$ cat src/rtl/lfsr_pkg.sv
// Shared constants and the reference step function for the serial LFSR.
// The step function is written for any width up to 64 so the same helper
// serves every parameterisation of lfsr_serial.
package lfsr_pkg;

  localparam int unsigned LFSR_WIDTH_DEF = 11;
  // x^11 + x^9 + 1 : taps on state bits 10 and 8 (maximal length, period 2047)
  localparam logic [10:0] LFSR_POLY_DEF = 11'b10100000000;
  localparam logic [10:0] LFSR_SEED_DEF = 11'b11011011011;

  // One Fibonacci step: shift left, XOR of the tapped bits enters at the LSB.
  // Bits above 'width' are cleared so narrower registers can share the helper.
  function automatic logic [63:0] lfsr_next(input logic [63:0] state,
                                            input logic [63:0] poly,
                                            input int unsigned width);
    logic [63:0] mask;
    logic        fb;
    mask = (width >= 64) ? '1 : ((64'd1 << width) - 64'd1);
    fb   = ^(state & poly & mask);
    return ((state << 1) | {63'd0, fb}) & mask;
  endfunction

endpackage

$ cat src/rtl/lfsr_serial_if.sv
// Control/data bundle of the serial LFSR: load and step commands in,
// serial bit out. The master side drives commands, the slave is the LFSR.
interface lfsr_serial_if;

  logic ld;
  logic en;
  logic dout;

  modport master (output ld, output en, input dout);
  modport slave  (input ld, input en, output dout);

endinterface

$ cat src/rtl/lfsr_serial.sv
// Fibonacci LFSR with a registered one-bit serial output.
// The seed is taken only when a load coincides with a step enable; dout is
// the state MSB delayed by one clock and is refreshed on every edge, so a
// frozen register shows a constant bit. An all-zero state is a lock-up state
// left only by a load.
module lfsr_serial
  import lfsr_pkg::*;
#(
  parameter int unsigned               LFSR_WIDTH      = LFSR_WIDTH_DEF,
  parameter logic [LFSR_WIDTH-1:0]     LFSR_POLYNOMIAL = LFSR_POLY_DEF,
  parameter logic [LFSR_WIDTH-1:0]     LFSR_SEED       = LFSR_SEED_DEF
) (
  input  logic          clk,
  input  logic          reset,
  lfsr_serial_if.slave  bus
);

  // Reject parameter sets that cannot produce a useful sequence.
  if (LFSR_WIDTH < 2) begin : g_bad_width
    $error("lfsr_serial: LFSR_WIDTH must be at least 2");
  end
  if (LFSR_SEED == '0) begin : g_bad_seed
    $error("lfsr_serial: LFSR_SEED must be non-zero");
  end
  if (LFSR_POLYNOMIAL[LFSR_WIDTH-1] == 1'b0) begin : g_bad_poly
    $error("lfsr_serial: LFSR_POLYNOMIAL needs the MSB tap set");
  end

  logic [LFSR_WIDTH-1:0] state_q;
  logic [LFSR_WIDTH-1:0] state_d;
  logic                  fb;
  logic                  dout_q;

  // Feedback bit and next-state selection (load beats step; en gates both).
  always_comb begin
    fb      = ^(state_q & LFSR_POLYNOMIAL);
    state_d = state_q;
    if (bus.en) begin
      if (bus.ld) begin
        state_d = LFSR_SEED;
      end else begin
        state_d = {state_q[LFSR_WIDTH-2:0], fb};
      end
    end
  end

  // State and output registers; synchronous reset overrides load and step.
  always_ff @(posedge clk) begin
    if (reset) begin
      state_q <= '0;
      dout_q  <= 1'b0;
    end else begin
      state_q <= state_d;
      dout_q  <= state_q[LFSR_WIDTH-1];
    end
  end

  assign bus.dout = dout_q;

endmodule

$ cat src/flat_wrapper.sv
// flat-port wrapper written by rule: the top's interface ports become plain ports
module lfsr_serial_flat import lfsr_pkg::*;
#(
  parameter int unsigned               LFSR_WIDTH      = LFSR_WIDTH_DEF,
  parameter logic [LFSR_WIDTH-1:0]     LFSR_POLYNOMIAL = LFSR_POLY_DEF,
  parameter logic [LFSR_WIDTH-1:0]     LFSR_SEED       = LFSR_SEED_DEF
)
  (clk, reset, bus_ld, bus_en, bus_dout);
  lfsr_serial_if bus_i ();
  input  logic clk;
  input  logic reset;
  input wire logic [$bits(bus_i.ld)-1:0] bus_ld;
  input wire logic [$bits(bus_i.en)-1:0] bus_en;
  output wire logic [$bits(bus_i.dout)-1:0] bus_dout;
  assign bus_i.ld = bus_ld;
  assign bus_i.en = bus_en;
  assign bus_dout = bus_i.dout;
  lfsr_serial #(.LFSR_WIDTH(LFSR_WIDTH), .LFSR_POLYNOMIAL(LFSR_POLYNOMIAL), .LFSR_SEED(LFSR_SEED)) u_core (.clk(clk), .reset(reset), .bus(bus_i));
endmodule
$ cat config.mk
export PLATFORM = sky130hd
export DESIGN_NAME = lfsr_serial_flat
export DESIGN_NICKNAME = d
export VERILOG_FILES = /design/src/rtl/lfsr_pkg.sv /design/src/rtl/lfsr_serial_if.sv /design/src/rtl/lfsr_serial.sv /design/src/flat_wrapper.sv
export SDC_FILE = /design/constraint.sdc
export NUM_CORES = 1
export LEC_CHECK = 0
export CAP_MARGIN = 20
export CORE_AREA = 10 10 47 49
export CTS_BUF_LIST = sky130_fd_sc_hd__clkbuf_4 sky130_fd_sc_hd__clkbuf_8
export DETAILED_ROUTE_END_ITERATION = 10
export DIE_AREA = 0 0 57 59
export GPL_ROUTABILITY_DRIVEN = 1
export PLACE_DENSITY = 0.59
export SLEW_MARGIN = 10
export SYNTH_ARGS = -nofsm -noshare
export SYNTH_HDL_FRONTEND = slang
export SYNTH_SLANG_ARGS = --single-unit
$ cat constraint.sdc
create_clock -name clk -period 0.8 [get_ports clk]
set_input_delay 0.16 -clock clk [delete_from_list [all_inputs] [get_ports clk]]
set_output_delay 0.16 -clock clk [all_outputs]
set_load 0.02 [all_outputs]
==> results_dict.tcl <==
set metrics [dict create \
    cp.required_ns 0.64 \
    drive_above_1_share 0.279 \
    grt_max_degree 12 \
    fin_crit_ns 0.866 \
    violations "negative setup slack" \
    critPathCaptureType "output pin" \
    antenna_found_initial 0 \
    startpoint_type "flip-flop" \
    timing.rr.start "u_core.state_q[8]" \
    routedLengthMet1_um 404 \
    final-setup-viol-count 1 \
    first_global_vias 361 \
    cp.arrival_ns 0.71 \
    fin_area_sq_um 643 \
    grt_pass1_wl_mm 1.59 \
    start_util 0.335 \
    routed_wl_um 821 \
    antennaDiodeCount 0 \
    fin_ws_ns -0.0656 \
    cts_buffers 3 \
    htreeDepth 1 \
    synth_top_area_cell "dfxtp_1" \
    tritoncts "built" \
    worstHoldPathType "in2reg" \
    maxUsedRoutingLayer "met4" \
    synth_top_cell_area_share 0.512 \
    ys_ff_latch 12 \
    crit_fanout 1 \
    gp_congestion 0.666 \
    wl_met2_um 358 \
    area_growth_pct 37.1 \
    critPathKind "reg2out" \
    power.total_mw 1.30 \
    cts_sinks 12 \
    drc 0 \
    irDropWorstVdd_mv 1.05 \
    hold_slack_ns 0.441 \
    syn_avg_cell_area_sq_um 9.20 \
    synthDistinctLibCells 13 \
    synth_common_cells "nor2_1, dfxtp_1, a211oi_1" \
    utilization 0.459 \
    layoutNonFillerInstCount 77 \
    dp.cells 71 \
    async_flop_share 0 \
    drt_first_pass_iters 4 \
    routedWlPerCell_um 10.7 \
    routed_via_density 4.74 \
    slowest_stage "dfxtp_2" \
    vias 365 \
    detailed_place_hpwl_um 509 \
    drtIter0Drc 14 \
    synth_area_sq_um 469 \
    clock_latency_ns 0.27 \
    grt-ovfl-total 0 \
    drv_cap 0 \
    syn_nets 55 \
    cp_cell_sequence "buf_6" \
    leakage_nw 0.254 \
    post-route-period-util 1.08 \
    synth_area_leaders "dfxtp_1, nor2_1, a211oi_1" \
    slew_violations 0 \
    max_stage_delay_ns 0.32 \
    postCtsHoldBufs 0 \
    port_buffers 4 \
    synth-edff-count 0 \
    ys.flop_type "dfxtp_1" \
    clock_path_buffers 2 \
    cpLargestDelayFamily "flip-flops" \
    clock-skew-final_ns 0.00334 \
    worst_slew_pin_slew_ns 0.213 \
    hold_start "bus_en" \
    preCtsSetupSlack_ns -0.392 \
    ant_nets 0 \
    cts-root-buf "clkbuf_4" \
    core_sq_um 1400 \
    power_density_nw_per_um2 2020 \
    run_status "complete, but fails checks" \
    fmax_mhz 1160 \
    die_area_sq_um 3360 \
    grt_usage 0.0593 \
    io_pins 5 \
    num_rows 14 \
    clkTransAtPathRegs_ns 0.07 \
    relSlewSlack 0.857 \
    placed_area_sq_um 547 \
    nNetsFinal 66 \
    die_y_um 59 \
    ys_seq_area_frac 0.512 \
    fp.dieW_um 57 \
    path_buf_inv 1 \
    crit_start "u_core.bus.dout" \
    synth-warning-count 0 \
    syn_inst 51 \
    setup-tns-final_ns -0.0656 \
    wl_met3_um 32 \
    hold_viol_final 0 \
    synth.most_common_cell "nor2_1" \
    rsz0062_at_grt "true" \
]
==> power by group <==
part	switching (mW)	leakage (nW)	internal [mW]
logic	0.0761	0.133	0.101
clock network	0.192	0.0210	0.276
registers	0.0188	0.100	0.635
==> path summary, 6_finish.rpt <==
kind	slack (ns)	end	cells after the start
max	-0.07	bus_dout	1
min	0.44	u_core.state_q[8]	4
max reg2reg	0.06	u_core.state_q[0]	2
min reg2reg	0.47	u_core.state_q[5]	2
==> state kept, by name, summed over array words and instances (netlist names) <==
signal / cells
u_core.state_q: 11
u_core.bus.dout: 1
==> cell usage in the layout, fill, tap and decap left out, drive strengths merged <==
cell,instances
clkdlybuf4s50,1
clkbuf,4
nor2,15
nand2b,3
dfxtp,12
a211oi,7
inv,1
a21oi,3
nor2b,1
nand3b,3
a311oi,1
bufbuf,1
xnor2,1
clkdlybuf4s15,1
buf,6
dlygate4sd2,1
==> cells by family (layout without fill, tap and decap cells) <==
logic type	Yosys count	in the layout	synth area share
and+or+nand+nor	22	22	0.221
DFF	12	12	0.512
buffers and inverters	5	15	0.0613
xor gates and xnor gates	1	1	0.0187
AOI/OAI and AO/OA	11	11	0.187
==> area by class of cell <==
class / instances / area [sq um]
Inverter: 1 / 3.75
Multi-Input combinational cell: 34 / 210
Sequential cell: 12 / 243
Fill cell: 134 / 758
Timing Repair Buffer: 10 / 130
Tap cell: 16 / 20.0
Clock buffer: 4 / 36.3
==> metal layers <==
metal  track usage  up-vias
met2        0.0822        8
met3        0.0193        4
met1        0.0717      159
li1              -      194
met4        0.0503        0
met5             0        -
==> timing repair <==
item                                    in CTS  in global routing
gates cloned                                 2                  0
resized for setup                           12                  3
buffers inserted                             0                  0
pin swaps                                    1                  1
endpoints found under the setup margin      12                  6
(Power assumes the default switching activity.)
